## src/rtl/i2c_bus_filter.sv

```systemverilog
// I2C pad conditioning: synchronizes and deglitches SCL/SDA, flags edges and
// START/STOP conditions, and tracks bus occupancy including the bus-free time.
module i2c_bus_filter #(
  parameter int CntWidth = 16
) (
  input  logic                clk_i,
  input  logic                rst_ni,
  input  logic                scl_i,
  input  logic                sda_i,
  input  logic [3:0]          filt_cycles_i,
  input  logic [CntWidth-1:0] tbuf_i,
  output logic                scl_o,
  output logic                sda_o,
  output logic                scl_rise_o,
  output logic                scl_fall_o,
  output logic                start_o,
  output logic                stop_o,
  output logic                bus_busy_o
);

  typedef enum logic [1:0] {
    IDLE      = 2'd0,
    BUSY      = 2'd1,
    FREE_WAIT = 2'd2
  } state_e;

  localparam logic [CntWidth-1:0] TimerMax = '1;
  localparam logic [CntWidth-1:0] TimerOne = CntWidth'(1);

  // Bit 0 carries SCL, bit 1 carries SDA.
  logic [1:0] w_raw;
  logic [1:0] w_filt;
  logic [1:0] w_prev;

  assign w_raw = {sda_i, scl_i};

  for (genvar gi = 0; gi < 2; gi++) begin : g_line
    logic [1:0] r_sync;
    logic [3:0] r_cnt;
    logic       r_filt;
    logic       r_prev;

    // ">=" lets a lowered filter length take effect on a count already running.
    always_ff @(posedge clk_i or negedge rst_ni) begin
      if (!rst_ni) begin
        r_sync <= 2'b11;
        r_cnt  <= '0;
        r_filt <= 1'b1;
        r_prev <= 1'b1;
      end else begin
        r_sync <= {r_sync[0], w_raw[gi]};
        r_prev <= r_filt;
        if (r_sync[1] == r_filt) begin
          r_cnt <= '0;
        end else if (r_cnt >= filt_cycles_i) begin
          r_filt <= r_sync[1];
          r_cnt  <= '0;
        end else if (r_cnt != 4'hF) begin
          r_cnt <= r_cnt + 4'd1;
        end
      end
    end

    assign w_filt[gi] = r_filt;
    assign w_prev[gi] = r_prev;
  end

  logic w_scl_hold;
  logic w_scl_rise;
  logic w_scl_fall;
  logic w_start;
  logic w_stop;

  // A simultaneous SCL/SDA change fails w_scl_hold, so it is never a START/STOP.
  assign w_scl_hold = w_filt[0] & w_prev[0];
  assign w_scl_rise = w_filt[0] & ~w_prev[0];
  assign w_scl_fall = ~w_filt[0] & w_prev[0];
  assign w_start    = w_scl_hold & w_prev[1] & ~w_filt[1];
  assign w_stop     = w_scl_hold & ~w_prev[1] & w_filt[1];

  logic r_scl_rise;
  logic r_scl_fall;
  logic r_start;
  logic r_stop;

  always_ff @(posedge clk_i or negedge rst_ni) begin
    if (!rst_ni) begin
      r_scl_rise <= 1'b0;
      r_scl_fall <= 1'b0;
      r_start    <= 1'b0;
      r_stop     <= 1'b0;
    end else begin
      r_scl_rise <= w_scl_rise;
      r_scl_fall <= w_scl_fall;
      r_start    <= w_start;
      r_stop     <= w_stop;
    end
  end

  state_e              r_state;
  state_e              w_state_next;
  logic [CntWidth-1:0] r_timer;
  logic                w_busy;
  logic                r_bus_busy;

  always_ff @(posedge clk_i or negedge rst_ni) begin
    if (!rst_ni) begin
      r_state <= IDLE;
    end else begin
      r_state <= w_state_next;
    end
  end

  always_comb begin
    w_state_next = r_state;
    case (r_state)
      IDLE: begin
        if (w_start || w_scl_fall) w_state_next = BUSY;
      end
      BUSY: begin
        if (w_stop) w_state_next = FREE_WAIT;
      end
      FREE_WAIT: begin
        if (w_start || !w_filt[0] || !w_filt[1]) w_state_next = BUSY;
        else if (r_timer >= tbuf_i)              w_state_next = IDLE;
      end
      default: w_state_next = IDLE;
    endcase
  end

  always_comb begin
    w_busy = (r_state != IDLE);
  end

  always_ff @(posedge clk_i or negedge rst_ni) begin
    if (!rst_ni) begin
      r_timer    <= '0;
      r_bus_busy <= 1'b0;
    end else begin
      r_bus_busy <= w_busy;
      if (r_state == BUSY && w_state_next == FREE_WAIT) begin
        r_timer <= '0;
      end else if (r_state == FREE_WAIT && r_timer != TimerMax) begin
        r_timer <= r_timer + TimerOne;
      end
    end
  end

  assign scl_o      = w_filt[0];
  assign sda_o      = w_filt[1];
  assign scl_rise_o = r_scl_rise;
  assign scl_fall_o = r_scl_fall;
  assign start_o    = r_start;
  assign stop_o     = r_stop;
  assign bus_busy_o = r_bus_busy;

endmodule

```

## config.mk

```make
export PLATFORM = sky130hd
export DESIGN_NAME = i2c_bus_filter
export DESIGN_NICKNAME = d
export VERILOG_FILES = /design/src/rtl/i2c_bus_filter.sv
export SDC_FILE = /design/constraint.sdc
export NUM_CORES = 1
export LEC_CHECK = 0
export ABC_AREA = 1
export ABC_CLOCK_PERIOD_IN_PS = 1800
export CELL_PAD_IN_SITES_DETAIL_PLACEMENT = 0
export CELL_PAD_IN_SITES_GLOBAL_PLACEMENT = 2
export CORE_UTILIZATION = 29
export CTS_CLUSTER_SIZE = 20
export DETAILED_ROUTE_END_ITERATION = 8
export PLACE_DENSITY_LB_ADDON = 0.1
export SYNTH_ARGS = -nofsm -noshare
export SYNTH_HDL_FRONTEND = slang
export SYNTH_SLANG_ARGS = --single-unit
export TNS_END_PERCENT = 10
```

## constraint.sdc

```tcl
create_clock -name clk_i -period 1.8 [get_ports clk_i]
set_clock_uncertainty 0.2 [all_clocks]
set_input_delay 0.36 -clock clk_i [delete_from_list [all_inputs] [get_ports clk_i]]
set_output_delay 0.36 -clock clk_i [all_outputs]
set_load 0.02 [all_outputs]
```

Yosys cells after proc, flatten, opt, wreduce, memory -nomap -nowiden. Index checks and enable logic that the tools add are counted.

$add $sub $neg: 3. Order comparisons: 3. Equality and inequality tests: 8. Multiplexer cells: 13. Bitwise operators: 13. Reduce and logical (&&, ||, !) cells: 14.

Operators with widths (count): $mux 16 (2); $mux 4 (6); $add 16x1->16 const B (1); $ge 16x16->1 (1); $ne 16x16->1 const B (1); $add 4x1->4 const B (2); $ge 4x4->1 (2); $mux 2 (4); $ne 4x4->1 const B (2); $and 1x1->1 (7); $not 1->1 (6); $pmux 2 s3 (1); $reduce_bool 3->1 (2); $eq 2x2->1 const B (2); $reduce_and 2->1 (2); $reduce_bool 2->1 (2); $logic_or 1x1->1 (3); $eq 1x1->1 (2); $eq 2x1->1 const B (1); $logic_and 1x1->1 (2); $logic_not 1->1 (2); $logic_not 2->1 (1).

Register bits: 39. Bits of input ports: 24.

Logic depth before layout (Yosys ltp).
Word-level depth: 10. Gate-level depth with buffers: 11.

Worst setup path after synthesis. OpenSTA, ideal clock, no wires.

Path type: reg-to-reg. Start point: reg r_timer[0]. End point: reg r_timer[4]. Arrival: 1.450 ns. Data required time: 1.534 ns. Setup slack: 0.085 ns. Stages on the path, launching flop included: 10. Buffers on the path: 1. Cell sequence: dfrtp_1 ha_1 inv_2 nor2_4 nand2_2 nor2_4 nor2_4 buf_4 nand4_1 nand2_1.

Longest elaborated chain between the ends: 7. Elaborated cells between the ends (all ways): 12. Those cells by class: add/sub (1); order compare (1); eq/ne (2); mux (5); reduce/logical (3).

RTL lines: start, declared (line 102) `logic [CntWidth-1:0] r_timer;`; start signal, assigned (line 144) `r_timer <= r_timer + TimerOne;`; $ge 16x16->1 (line 125) `else if (r_timer >= tbuf_i) w_state_next = IDLE;`; $mux 2 (line 125); $mux 2 (line 124) `if (w_start || !w_filt[0] || !w_filt[1]) w_state_next = BUSY;`; $pmux 2 s3 (line 116) `case (r_state)`; $eq 2x2->1 (line 141) `if (r_state == BUSY && w_state_next == FREE_WAIT) begin`; $logic_and 1x1->1 (line 141); $mux 16 or $reduce_bool 2->1 (tied branches).

Parallel ways exist; a longest one is shown, timed or not. The select of a mux whose other input is x is not followed. A chain may end at the register's enable or synchronous reset.

Worst setup path after layout.
Start point: reg r_timer[1]. End point: reg r_timer[10].

The elaborated chain is that of the path after synthesis.

==> flow_metrics.tcl <==
set metrics [dict create \
    drtIter0Drc 47 \
    finalHoldWorstSlack_ns 0.159 \
    grt_overflow 0 \
    track_usage_pct 14.1 \
    yosysSeqAreaShare_pct 38.6 \
    row_count 33 \
    grt_max_degree 40 \
    post-dp-hpwl_um 4730 \
    hold_violations 0 \
    clock_path_buffers 2 \
    end_kind "flip-flop" \
    finalSetupViolCount 0 \
    leakage_uw 0.00185 \
    cts_tree "done" \
    period_needed_ns 1.78 \
    required_ns 1.84 \
    n_fill_cell 869 \
    core-area_mm2 0.00838 \
    r2r-start "r_timer[1]$_DFFE_PN0P_" \
    worstPathArrival_ns 1.82 \
    wire_per_inst_um 12.2 \
    synthCells 331 \
    cts_inserted_buffers 5 \
    synthesis.nets 382 \
    maxCapViolations 0 \
    crit_type "reg -> reg" \
    synthesis.area_mm2 0.00256 \
    ys_warn_count 0 \
    p_total_uw 3150 \
    ys_ff_latch 39 \
    grt_pass1_vias 2119 \
    holdPathEnd "g_line[1].r_sync[1]$_DFF_PN1_" \
    cts.sinks 39 \
    finish.net_count 453 \
    tightest_slew_ns 0.314 \
    reg2regPathDepth 9 \
    die-height_um 95.9 \
    slew_viol_final 0 \
    diodes 0 \
    grt_pass1_wl_um 9880 \
    area_delta_synth_final_pct 35.1 \
    ios 31 \
    r2r_setup_slack_ns 0.02 \
    reg2reg_to "r_timer[10]$_DFFE_PN0P_" \
    clk_pin_slew_ns 0.09 \
    fmax_mhz 561 \
    antenna_found_initial 0 \
    root_buffer "clkbuf_8" \
    htree_levels 2 \
    ir_drop_uv 351 \
    place.gp.congestion 0.716 \
    slew_headroom_pct 79.0 \
    start_util_pct 30.5 \
    synth_cell_types 25 \
    portBuffers 30 \
    path_max_fanout 5 \
    dr.pass1.iters 4 \
    crit_path_start_kind "flip-flop" \
    dieArea_mm2 0.00920 \
    status "complete, no violations" \
    rsz0062_at_grt "true" \
    drive_gt1_share_pct 20.3 \
    min_from "g_line[1].r_sync[0]$_DFF_PN1_" \
    clk_latency_ns 0.30 \
    hold_depth 0 \
    chipWidth_um 95.9 \
    drtAntennaViolNets 0 \
    vias 2240 \
    hold_path.class "reg -> reg" \
    syn_avg_cell_area_um2 7.73 \
    avgViaCountPerCell 4.41 \
    wirelength_um 6190 \
    final.period_utilization_pct 99.1 \
    route.detailed.drc 0 \
    powerDensity_mw_per_mm2 911 \
]
## cells in the mapped netlist
cell type  instances  area share [%]
nand2_1           88              13
nor2_4             3             1.3
or2_2              1            0.24
o21ai_0            9             1.8
nand3b_1           1            0.29
nor2_2             1            0.24
inv_1             47             6.9
inv_2              5            0.73
xor2_1             9             3.1
a21oi_1           12             2.3
xnor2_1            1            0.34
nand2_2            2            0.49
nor2_1            36             5.3
dfstp_2            8             8.2
buf_1              1            0.15
o21bai_1           6             1.8
ha_1              27              13
dfrtp_1           31              30
nand4_1           19             4.6
nor3_1             2            0.39
nand3_1           18             3.5
a22oi_1            1            0.29
nor2_8             1            0.78
buf_4              1            0.29
buf_6              1            0.44
## stage by stage
stage	utilization, %	instance area, um2	setup slack (ns)	std cells	setup TNS, ns
floorplan	-	2560	0.0847	331	0
global placement	38.2	3200	-0.276	493	-2.59
detailed placement	38.2	3200	-0.289	493	-2.92
CTS	40.0	3350	-0.0225	502	-0.0225
global route	41.2	3450	-0.0613	508	-0.335
finish	41.2	3450	0.0168	508	0
## routing by layer
layer / up-vias / part of all wire, % / GRT usage [%]
met3: 7 / 2.6 / 2.45
met2: 24 / 49 / 24.9
li1: 1208 / - / -
met5: - / 0 / 0
met1: 1001 / 47 / 17.8
met4: 0 / 1.1 / 3.73
## what timing repair did
action	in CTS	in global routing
endpoints found under the setup margin	11	32
buffers inserted	0	3
resized for setup	4	23
hold buffers	1	0
gates cloned	0	3
endpoints found under the hold margin	31	0
pin swaps	0	14
## area by class of cell
class                           instances  area (um2)  share of cell area [%]
Multi-Input combinational cell        239        1420                    41.1
Sequential cell                        39         988                    28.6
Timing Repair Buffer                   65         584                    16.9
Inverter                               52         195                    5.65
Tap cell                              105         131                    3.80
Clock buffer                            5        68.8                    1.99
Clock inverter                          3        67.6                    1.96
## critical path, stage by stage, from the launching register on
cell and delay [ns]:
dfrtp_1 0.39, ha_2 0.21, inv_2 0.08, nor2_4 0.04, nand2_2 0.10, nor2_4 0.05
nor2_4 0.28, buf_6 0.18, nand4_1 0.12, nand2_1 0.09
## placed cells by master, fill, tap and decap left out, drive strengths merged
cell           Yosys  routed
or2                1       1
clkdlybuf4s50      0      22
dfrtp             31      31
dlygate4sd3        0       1
nand4             19      19
nand2             90      90
o21ai              9       9
xnor2              1       1
inv               52      52
clkinvlp           0       1
a21oi             12      12
nor3               2       2
dfstp              8       8
a22oi              1       1
nand3             18      18
nor2              41      43
buf                3      35
dlymetal6s2s       0       5
dlygate4sd2        0       1
bufinv             0       2
xor2               9       9
clkbuf             0       6
o21bai             6       6
nand3b             1       1
ha                27      27
## kinds of logic after synthesis
kind of cell | after synthesis | synth area share, %
fa+ha+maj | 27 | 13.2
compound gates | 28 | 6.16
buf+inv | 55 | 8.51
flops | 39 | 38.6
xor+xnor | 10 | 3.42
simple gates | 172 | 30.1
## flip-flops by register name (all words and copies together), names as in the netlist
register       flops
r_timer           16
g_line.r_cnt       8
g_line.r_sync      4
g_line.r_prev      2
r_state            2
bus_busy_o         1
scl_fall_o         1
scl_o              1
scl_rise_o         1
sda_o              1
start_o            1
stop_o             1
## where the power goes
group          switching, uW  total, uW  internal (uW)
clock network            324        877            553
registers                116       1200           1080
logic                    604       1070            468
total                   1040       3150           2100
## worst max-delay path by stage
stage	cells past startpoint	slack, ns	to	startpoint
3_5_place_dp	6	-0.29	g_line[1].r_cnt[2]$_DFFE_PN0P_	filt_cycles_i[3]
4_1_cts	9	-0.02	r_timer[10]$_DFFE_PN0P_	r_timer[0]$_DFFE_PN0P_
5_1_grt	9	-0.06	r_timer[10]$_DFFE_PN0P_	r_timer[1]$_DFFE_PN0P_
6_report	9	0.02	r_timer[10]$_DFFE_PN0P_	r_timer[1]$_DFFE_PN0P_
2_1_floorplan	9	0.08	r_timer[4]$_DFFE_PN0P_	r_timer[0]$_DFFE_PN0P_
3_3_place_gp	12	-0.28	r_state[1]$_DFF_PN0_	tbuf_i[1]
No activity file was read; power rests on OpenSTA's default activity.
